### config.mk
export PLATFORM = sky130hd
export DESIGN_NAME = rr_mux4_arbiter_flat
export DESIGN_NICKNAME = d
export VERILOG_FILES = /design/src/rtl/rr_mux4_if.sv /design/src/rtl/rr_mux4_arbiter.sv /design/src/flat_wrapper.sv
export SDC_FILE = /design/constraint.sdc
export NUM_CORES = 1
export LEC_CHECK = 0
export ABC_AREA = 1
export BUFFER_PORTS_ARGS = -buffer_cell sky130_fd_sc_hd__clkbuf_2
export CAP_MARGIN = 15
export CORE_UTILIZATION = 50
export CTS_BUF_LIST = sky130_fd_sc_hd__clkbuf_4
export CTS_CLUSTER_SIZE = 16
export DETAILED_ROUTE_END_ITERATION = 7
export GPL_TIMING_DRIVEN = 0
export PLACE_DENSITY = 0.72
export SLEW_MARGIN = 20
export SYNTH_ARGS = -nofsm -noshare
export SYNTH_HDL_FRONTEND = slang
export SYNTH_SLANG_ARGS = --single-unit
### constraint.sdc
create_clock -name clk -period 3.1 [get_ports clk]
set_clock_uncertainty 0.1 [all_clocks]
set_input_delay 0.31 -clock clk [delete_from_list [all_inputs] [get_ports clk]]
set_output_delay 0.31 -clock clk [all_outputs]
set_load 0.02 [all_outputs]
### src/rtl/rr_mux4_if.sv
// Bundle of request/data/grant signals between four requesters and the
// round-robin mux arbiter. The requester side (master) drives req and din.
// The arbiter side (slave) returns grant, select, valid, the muxed bit and
// the timeout pulse.
interface rr_mux4_if;
    logic [3:0] req;
    logic [3:0] din;
    logic [3:0] gnt;
    logic [1:0] sel;
    logic       valid;
    logic       dout;
    logic       timeout;

    modport master (
        output req,
        output din,
        input  gnt,
        input  sel,
        input  valid,
        input  dout,
        input  timeout
    );

    modport slave (
        input  req,
        input  din,
        output gnt,
        output sel,
        output valid,
        output dout,
        output timeout
    );
endinterface

### src/rtl/rr_mux4_arbiter.sv
// Round-robin arbiter that shares one 4:1 bit mux between four requesters.
// The owner keeps the grant until it drops req. Ownership then passes
// back-to-back to the next requester, searching from owner+1.
// Optional macro ARB_TIMEOUT_EN adds a hold counter. It force-releases an
// owner after MAX_HOLD cycles if someone else is waiting, and pulses timeout.
module rr_mux4_arbiter #(
    parameter int MAX_HOLD = 16
) (
    input  logic       clk,
    input  logic       rst_n,
    rr_mux4_if.slave   bus
);

    typedef enum logic {
        IDLE  = 1'b0,
        GRANT = 1'b1
    } state_t;

    typedef struct packed {
        logic       found;
        logic [1:0] idx;
    } pick_t;

    // Reject an illegal hold limit at elaboration time.
    if (MAX_HOLD < 2 || MAX_HOLD > 255) begin : g_bad_max_hold
        $error("rr_mux4_arbiter: MAX_HOLD must be in 2..255");
    end

    // First set bit of r in the order start, start+1, start+2, start+3 (mod 4).
    // The loop runs from the farthest offset down, so the nearest hit is the
    // one left in p.
    function automatic pick_t pick_first(input logic [3:0] r, input logic [1:0] start);
        pick_t      p;
        logic [1:0] idx;
        p = '0;
        for (int i = 3; i >= 0; i--) begin
            idx = start + 2'(i);
            if (r[idx]) begin
                p.found = 1'b1;
                p.idx   = idx;
            end
        end
        return p;
    endfunction

    state_t     state_q, state_d;
    logic [3:0] gnt_q,   gnt_d;
    logic [1:0] sel_q,   sel_d;
    logic       valid_q, valid_d;
    logic [1:0] ptr_q,   ptr_d;

    logic       launch;
    logic [1:0] launch_idx;
    logic [3:0] others;
    pick_t      p;

`ifdef ARB_TIMEOUT_EN
    localparam logic [7:0] HOLD_LAST = 8'(MAX_HOLD - 1);

    logic [7:0] hold_cnt_q, hold_cnt_d;
    logic       timeout_q,  timeout_d;
`endif

    // Next-state logic: pick a new owner from IDLE, or hold, release or hand over in GRANT.
    always_comb begin
        // NOTE: every variable gets a default first, so no path through this block leaves a latch.
        state_d    = state_q;
        gnt_d      = gnt_q;
        sel_d      = sel_q;
        valid_d    = valid_q;
        ptr_d      = ptr_q;
        launch     = 1'b0;
        launch_idx = sel_q;
        others     = bus.req & ~(4'b0001 << sel_q);
        p          = '0;
`ifdef ARB_TIMEOUT_EN
        hold_cnt_d = hold_cnt_q;
        timeout_d  = 1'b0;
`endif

        case (state_q)
            IDLE: begin
                p = pick_first(bus.req, ptr_q);
                if (p.found) begin
                    launch     = 1'b1;
                    launch_idx = p.idx;
                end
            end
            GRANT: begin
                if (!bus.req[sel_q]) begin
                    // Owner released: rotate priority past it and hand over at this same edge.
                    ptr_d = sel_q + 2'd1;
                    p     = pick_first(others, sel_q + 2'd1);
                    if (p.found) begin
                        launch     = 1'b1;
                        launch_idx = p.idx;
                    end else begin
                        state_d = IDLE;
                        gnt_d   = '0;
                        valid_d = 1'b0;
                    end
                end
`ifdef ARB_TIMEOUT_EN
                else if (hold_cnt_q == HOLD_LAST && |others) begin
                    // Owner has held too long while others wait: force a release.
                    ptr_d      = sel_q + 2'd1;
                    p          = pick_first(others, sel_q + 2'd1);
                    launch     = 1'b1;
                    launch_idx = p.idx;
                    timeout_d  = 1'b1;
                end else if (hold_cnt_q != HOLD_LAST) begin
                    hold_cnt_d = hold_cnt_q + 8'd1;
                end
`endif
            end
        endcase

        if (launch) begin
            state_d = GRANT;
            gnt_d   = 4'b0001 << launch_idx;
            sel_d   = launch_idx;
            valid_d = 1'b1;
`ifdef ARB_TIMEOUT_EN
            hold_cnt_d = '0;
`endif
        end
    end

    // State and output registers, cleared asynchronously by rst_n.
    always_ff @(posedge clk or negedge rst_n) begin
        if (!rst_n) begin
            state_q <= IDLE;
            gnt_q   <= '0;
            sel_q   <= '0;
            valid_q <= 1'b0;
            ptr_q   <= '0;
        end else begin
            // NOTE: non-blocking assignments, so every register samples the pre-edge values.
            state_q <= state_d;
            gnt_q   <= gnt_d;
            sel_q   <= sel_d;
            valid_q <= valid_d;
            ptr_q   <= ptr_d;
        end
    end

`ifdef ARB_TIMEOUT_EN
    // Hold counter and one-cycle timeout pulse.
    always_ff @(posedge clk or negedge rst_n) begin
        if (!rst_n) begin
            hold_cnt_q <= '0;
            timeout_q  <= 1'b0;
        end else begin
            hold_cnt_q <= hold_cnt_d;
            timeout_q  <= timeout_d;
        end
    end

    assign bus.timeout = timeout_q;
`else
    assign bus.timeout = 1'b0;
`endif

    assign bus.gnt   = gnt_q;
    assign bus.sel   = sel_q;
    assign bus.valid = valid_q;
    // The shared bit is not registered. It follows the owner's lane directly.
    assign bus.dout  = valid_q ? bus.din[sel_q] : 1'b0;

endmodule

### src/flat_wrapper.sv
// flat-port wrapper written by rule: the top's interface ports become plain ports
module rr_mux4_arbiter_flat 
#(
    parameter int MAX_HOLD = 16
)
  (clk, rst_n, bus_req, bus_din, bus_gnt, bus_sel, bus_valid, bus_dout, bus_timeout);
  rr_mux4_if bus_i ();
  input  logic clk;
  input  logic rst_n;
  input wire logic [$bits(bus_i.req)-1:0] bus_req;
  input wire logic [$bits(bus_i.din)-1:0] bus_din;
  output wire logic [$bits(bus_i.gnt)-1:0] bus_gnt;
  output wire logic [$bits(bus_i.sel)-1:0] bus_sel;
  output wire logic [$bits(bus_i.valid)-1:0] bus_valid;
  output wire logic [$bits(bus_i.dout)-1:0] bus_dout;
  output wire logic [$bits(bus_i.timeout)-1:0] bus_timeout;
  assign bus_i.req = bus_req;
  assign bus_i.din = bus_din;
  assign bus_gnt = bus_i.gnt;
  assign bus_sel = bus_i.sel;
  assign bus_valid = bus_i.valid;
  assign bus_dout = bus_i.dout;
  assign bus_timeout = bus_i.timeout;
  rr_mux4_arbiter #(.MAX_HOLD(MAX_HOLD)) u_core (.clk(clk), .rst_n(rst_n), .bus(bus_i));
endmodule
==> results of run 1 <==
## cells by family after synthesis
| family | after synthesis | share of synthesized area |
|---|---|---|
| fa+ha+maj | 4 | 0.0445 |
| simple gates | 129 | 0.508 |
| xor+xnor | 2 | 0.0156 |
| other cells | 1 | 0.00333 |
| buf+inv | 35 | 0.139 |
| flops | 10 | 0.222 |
| compound gates | 13 | 0.0667 |
## routing by layer
metal | global-route usage | up-vias | routed length [microns]
li1 | - | 643 | -
met1 | 0.313 | 541 | 1230
met2 | 0.413 | 24 | 1240
met3 | 0.0685 | 2 | 113
met4 | 0.0714 | 0 | 21
met5 | 0 | - | 0
## layout by cell type, fill, tap and decap left out
master	n
sky130_fd_sc_hd__clkinv_1	1
sky130_fd_sc_hd__inv_2	4
sky130_fd_sc_hd__conb_1	1
sky130_fd_sc_hd__dfrtp_1	10
sky130_fd_sc_hd__o22ai_1	1
sky130_fd_sc_hd__o21ai_0	6
sky130_fd_sc_hd__clkbuf_4	3
sky130_fd_sc_hd__nor2_1	11
sky130_fd_sc_hd__inv_1	26
sky130_fd_sc_hd__o21bai_1	2
sky130_fd_sc_hd__xor2_1	1
sky130_fd_sc_hd__buf_4	2
sky130_fd_sc_hd__o21ai_2	1
sky130_fd_sc_hd__nand2_1	77
sky130_fd_sc_hd__nand2_2	9
sky130_fd_sc_hd__ha_1	4
sky130_fd_sc_hd__nand3_2	4
sky130_fd_sc_hd__clkbuf_1	1
sky130_fd_sc_hd__buf_6	1
sky130_fd_sc_hd__nand3_1	24
sky130_fd_sc_hd__clkbuf_8	1
sky130_fd_sc_hd__clkbuf_2	17
sky130_fd_sc_hd__xnor2_1	1
sky130_fd_sc_hd__a21oi_1	3
sky130_fd_sc_hd__nand4_1	1
sky130_fd_sc_hd__nor2_2	3
sky130_fd_sc_hd__dlygate4sd3_1	1
## how the worst max path moves through the flow
stage | startpoint | to | slack (ns)
after floorplan | u_core.bus.sel[0] | u_core.bus.gnt[1] | 0.78
after global placement | u_core.bus.sel[0] | u_core.bus.gnt[1] | 0.72
after detailed placement | u_core.bus.sel[0] | u_core.bus.gnt[1] | 0.64
after CTS | u_core.bus.sel[0] | u_core.bus.gnt[1] | 0.63
after global routing | u_core.bus.sel[0] | u_core.bus.gnt[1] | 0.36
final | u_core.bus.sel[0] | u_core.bus.gnt[1] | 0.65
## synth_stat cells, types with 2 or more instances
master	instances	share of area
sky130_fd_sc_hd__nand2_1	77	0.26
sky130_fd_sc_hd__inv_1	26	0.087
sky130_fd_sc_hd__nand3_1	24	0.11
sky130_fd_sc_hd__nor2_1	11	0.037
sky130_fd_sc_hd__dfrtp_1	10	0.22
sky130_fd_sc_hd__nand2_2	9	0.050
sky130_fd_sc_hd__o21ai_0	6	0.027
sky130_fd_sc_hd__ha_1	4	0.044
sky130_fd_sc_hd__inv_2	4	0.013
sky130_fd_sc_hd__nand3_2	4	0.036
sky130_fd_sc_hd__a21oi_1	3	0.013
sky130_fd_sc_hd__nor2_2	3	0.017
sky130_fd_sc_hd__buf_4	2	0.013
sky130_fd_sc_hd__o21bai_1	2	0.013
## layout make-up
class / instances / share of cell area
tap: 27 / 0.0264
sequential: 10 / 0.196
inverter: 30 / 0.0880
clock buffer: 3 / 0.0176
multi-input combinational: 149 / 0.561
buffer: 5 / 0.0342
clock inverter: 1 / 0.00293
timing repair buffer: 18 / 0.0743
## worst register-to-register path: stages, from the launching register on
cell and delay (ns):
sky130_fd_sc_hd__dfrtp_1 0.41, sky130_fd_sc_hd__buf_4 0.19, sky130_fd_sc_hd__inv_2 0.06, sky130_fd_sc_hd__buf_6 0.14, sky130_fd_sc_hd__ha_1 0.27, sky130_fd_sc_hd__clkbuf_1 0.28
sky130_fd_sc_hd__xor2_1 0.21, sky130_fd_sc_hd__nand2_1 0.10, sky130_fd_sc_hd__nand3_1 0.10, sky130_fd_sc_hd__nand2_1 0.07, sky130_fd_sc_hd__nand2_1 0.06, sky130_fd_sc_hd__nand2_1 0.07
sky130_fd_sc_hd__nand3_2 0.08, sky130_fd_sc_hd__nand2_2 0.07, sky130_fd_sc_hd__nand3_1 0.08, sky130_fd_sc_hd__nand2_1 0.05
## flip-flops by register name, summed over array words and instances, names as in the netlist
| signal | cells |
|---|---|
| u_core.bus.sel | 2 |
| u_core.bus.gnt | 4 |
| u_core.ptr_q | 2 |
| u_core.bus.valid | 1 |
| u_core.state_q | 1 |
## per-stage QoR
step           worst slack [ns]  std cells   util  area, sq um  hold WS (ns)
2_1_floorplan             0.781        194      -         1120       -0.0856
3_3_place_gp              0.724        238  0.609         1240        0.0810
3_5_place_dp              0.644        238  0.609         1240        0.0851
4_1_cts                   0.634        243  0.627         1280         0.343
5_1_grt                   0.357        243  0.627         1280         0.363
6_report                  0.650        243  0.627         1280         0.333
==> impl_metrics.tcl, run 1 <==
set metrics [dict create \
    gp_congestion 0.843 \
    r2r_cells 15 \
    cts_tree "done" \
    track_usage 0.249 \
    timing.critical_path.depth 15 \
    initial_utilization 0.551 \
    critical_path.max_fanout 11 \
    cts-hold-fix-buffers 1 \
    synthesis.instances 194 \
    multi_input_comb_area_sq_um 718 \
    area_delta_synth_final_pct 13.8 \
    slew_violations 0 \
    fin_crit_ns 2.45 \
    worstSetupPathType "flip-flop to flip-flop" \
    path_clk_slew_ns 0.06 \
    first_global_vias 1120 \
    clock_sink_count 10 \
    cts.htree.levels 1 \
    hold_path.class "primary input to async pin" \
    number_of_routed_nets_with_antenna_violations 0 \
    num_antenna_cells 0 \
    grt_first_pass_wirelength_mm 4.64 \
    residual_overflow_from_global_routing 0 \
    die_height_microns 49.4 \
    timing.critical_path.max_delay_family "simple AND/OR/NAND/NOR gates" \
    critPathLaunchType "flip-flop" \
    synth_sequential_area_ratio 0.222 \
    sequential_cell_area_sq_um 250 \
    clk-insertion-delay-late_ns 0.27 \
    timing.max_cap.violations 0 \
    outcome "finished, final reports clean" \
    timing.critical_path.cells "buf_4 > inv_2 > buf_6 > ha_1 > clkbuf_1 > xor2_1 > nand2_1 > nand3_1 > nand2_1 > nand2_1 > nand2_1 > nand3_2 > nand2_2 > nand3_1 > nand2_1" \
    numCtsBuffers 3 \
    crit_path_end_kind "flip-flop" \
    yosys_register_bits 10 \
    placement_rows 16 \
    rsz0062_at_grt "no" \
    placement.io_buffers 17 \
    worst-r2r-setup-slack_ns 0.65 \
    vias_per_cell 4.98 \
    dr.first_iter.drc_count 30 \
    timing.critical_path.buf_inv 4 \
    syn_avg_cell_area_sq_um 5.80 \
    clockRootBuffer "sky130_fd_sc_hd__clkbuf_4" \
    maximum_number_of_pins_on_one_net_before_global_route_repair 12 \
    core_region_area_sq_mm 0.00204 \
    postCtsSetupRepairBufs 0 \
    synthesis.nets 208 \
    synthArstFlopShare 1.00 \
    synth.distinct_cells 23 \
    final.period_utilization 0.790 \
    yosysWarningCount 0 \
    cp_slowest_stage_delay_ns 0.41 \
    report.final.hold_viol_count 0 \
    die_x_microns 49.4 \
    grt_antenna_before_repair 0 \
    cts-root-to-sink-buffers 2 \
    routedWlPerCell_microns 10.7 \
    cts_repair_resize_count 0 \
    detail_route.drc_violations 0 \
    hpwl_mm 2.09 \
    finalSetupViolations 0 \
    maxClockFrequency_ghz 0.408 \
    crit_path_top_delay_cell "sky130_fd_sc_hd__dfrtp_1" \
    fill_cells 201 \
    r2r-start "u_core.bus.sel[0]" \
    finish.net_count 231 \
    postSynth.topFlopCell "sky130_fd_sc_hd__dfrtp_1" \
    route.vias.total 1210 \
    critical_path_arrival_ns 2.51 \
    regToRegEndpoint "u_core.bus.gnt[1]" \
    pin_count 19 \
    worst-endpoint-required_ns 3.16 \
    synth_area_sq_mm 0.00112 \
    edff_count_synth 0 \
    drt_pre_antenna_iters 4 \
    fin_tns_setup_ns 0 \
    drt_wl_total_mm 2.61 \
    die-area_sq_mm 0.00244 \
    cp_dominant_cell_by_count "sky130_fd_sc_hd__nand2_1" \
    share_of_cells_above_drive_strength_1 0.208 \
]
Power of run 1 is left out: the tool's default activity adds up to more than one toggle a clock period on the data nets, which glitch-free logic cannot reach.
==> run 2: changes to the inputs <==
clock period = 2.4 ns   (was 3.1 ns; I/O delays follow)
==> impl_metrics.tcl, run 2 (same netlist as run 1, synthesis figures left out) <==
set metrics [dict create \
    critical_path_arrival_ns 2.21 \
    cts-root-to-sink-buffers 2 \
    clock_sink_count 10 \
    maximum_number_of_pins_on_one_net_before_global_route_repair 12 \
    number_of_routed_nets_with_antenna_violations 0 \
    hold_ws_ns 0.261 \
    hold_path.class "primary input to async pin" \
    placement_rows 16 \
    worst-endpoint-required_ns 2.46 \
    detail_route.drc_violations 0 \
    cts_tree "done" \
    critical_path.max_fanout 11 \
    pin_count 19 \
    vias_per_cell 4.98 \
    route.vias.total 1211 \
    final.period_utilization 0.894 \
    drt_pre_antenna_iters 4 \
    drt_wl_total_mm 2.62 \
    clockRootBuffer "sky130_fd_sc_hd__clkbuf_4" \
    grt_first_pass_wirelength_mm 4.64 \
    worstSetupPathType "flip-flop to flip-flop" \
    grt_antenna_before_repair 0 \
    dr.first_iter.drc_count 26 \
    path_clk_slew_ns 0.06 \
    share_of_cells_above_drive_strength_1 0.227 \
    timing.critical_path.cells "buf_4 > inv_2 > buf_6 > ha_4 > xor2_2 > nand2_1 > nand3_1 > nand2_1 > nand2_1 > nand2_1 > nand3_2 > nand2_2 > nand3_1 > nand2_1" \
    r2r-start "u_core.bus.sel[0]" \
    report.final.hold_viol_count 0 \
    cp_slowest_stage_delay_ns 0.39 \
    residual_overflow_from_global_routing 0 \
    gp_congestion 0.843 \
    area_delta_synth_final_pct 16.6 \
    hpwl_mm 2.09 \
    num_antenna_cells 0 \
    cp_dominant_cell_by_count "sky130_fd_sc_hd__nand2_1" \
    critPathLaunchType "flip-flop" \
    rsz0062_at_grt "no" \
    slew_violations 0 \
    mostFrequentLayoutCells "sky130_fd_sc_hd__nand2_1 (77), sky130_fd_sc_hd__inv_1 (26), sky130_fd_sc_hd__nand3_1 (24)" \
    timing.max_cap.violations 0 \
    outcome "finished, final reports clean" \
    initial_utilization 0.551 \
    maxClockFrequency_ghz 0.466 \
    placement.io_buffers 17 \
    final_cell_area_sq_mm 0.00131 \
    mostFrequentLayoutCell "sky130_fd_sc_hd__nand2_1" \
    crit_path_end_kind "flip-flop" \
    die-area_sq_mm 0.00244 \
    finalSetupViolations 0 \
    numCtsBuffers 3 \
    routedWlPerCell_microns 10.8 \
    largest_reg_flops 4 \
    crit_path_top_delay_cell "sky130_fd_sc_hd__dfrtp_1" \
    critPathLaunch "u_core.bus.sel[0]" \
    finish.net_count 231 \
    die_x_microns 49.4 \
    detailed_place.area_sq_mm 0.00124 \
    track_usage 0.249 \
    core_region_area_sq_mm 0.00204 \
    die_height_microns 49.4 \
    fin_crit_ns 2.14 \
    clk-insertion-delay-late_ns 0.27 \
    cts.htree.levels 1 \
    first_global_vias 1118 \
]
[run 2: cell types whose count changed in the layout (fill, tap and decap cells not counted), sizes merged]
| cell | delta |
|---|---|
| clkbuf | -1 |
| buf | +1 |
[run 2: repair_timing]
action	4_1_cts	5_1_grt
pin swaps	0	0
setup buffers	0	1
endpoints found under the setup margin	4	5
resized for setup	0	4
hold buffers	1	0
endpoints found under the hold margin	10	0
[run 2: final timing paths]
kind | end | slack (ns) | cells after the start
setup / recovery | u_core.bus.gnt[1] | 0.26 | 14
hold / removal | u_core.ptr_q[0] | 0.26 | 2
setup reg to reg | u_core.bus.gnt[1] | 0.26 | 14
hold reg to reg | u_core.bus.gnt[2] | 0.38 | 2
max in group asynchronous | u_core.state_q | 1.74 | 2
min in group clk | u_core.bus.gnt[2] | 0.38 | 2
[run 2: stage by stage]
step / std cells / utilization / setup slack, ns / setup TNS (ns)
global route: 243 / 0.642 / 0.0375 / 0
finish: 243 / 0.642 / 0.255 / 0
global placement: 238 / 0.609 / 0.0243 / 0
CTS: 242 / 0.625 / 0.0637 / 0
floorplan: 194 / - / 0.0815 / 0
detailed placement: 238 / 0.609 / -0.0562 / -0.174
[run 2: final cells by class]
type / count / area, sq um
multi-input cells: 149 / 746
fillers: 198 / 731
flip-flops and latches: 10 / 250
inverters: 30 / 113
repair buffers: 19 / 103
plain buffers: 4 / 40.0
well taps: 27 / 33.8
clock buffers: 3 / 22.5
clock inverters: 1 / 3.75
[run 2: per-layer routing]
| metal | share of wire | vias up | GRT usage |
|---|---|---|---|
| met4 | 0.0080 | 0 | 0.0714 |
| met3 | 0.058 | 2 | 0.0685 |
| met5 | 0 | - | 0 |
| met1 | 0.47 | 539 | 0.313 |
| met2 | 0.46 | 30 | 0.413 |
| li1 | - | 640 | - |
[run 2: critical path: cells and delay by family, from the launching register on]
kind          cells  cell delay (ns)
buf+inv           3             0.38
flops             1             0.39
simple gates      9             0.68
xor+xnor          1             0.16
fa+ha+maj         1             0.33
Power of run 2 is left out for the same reason.
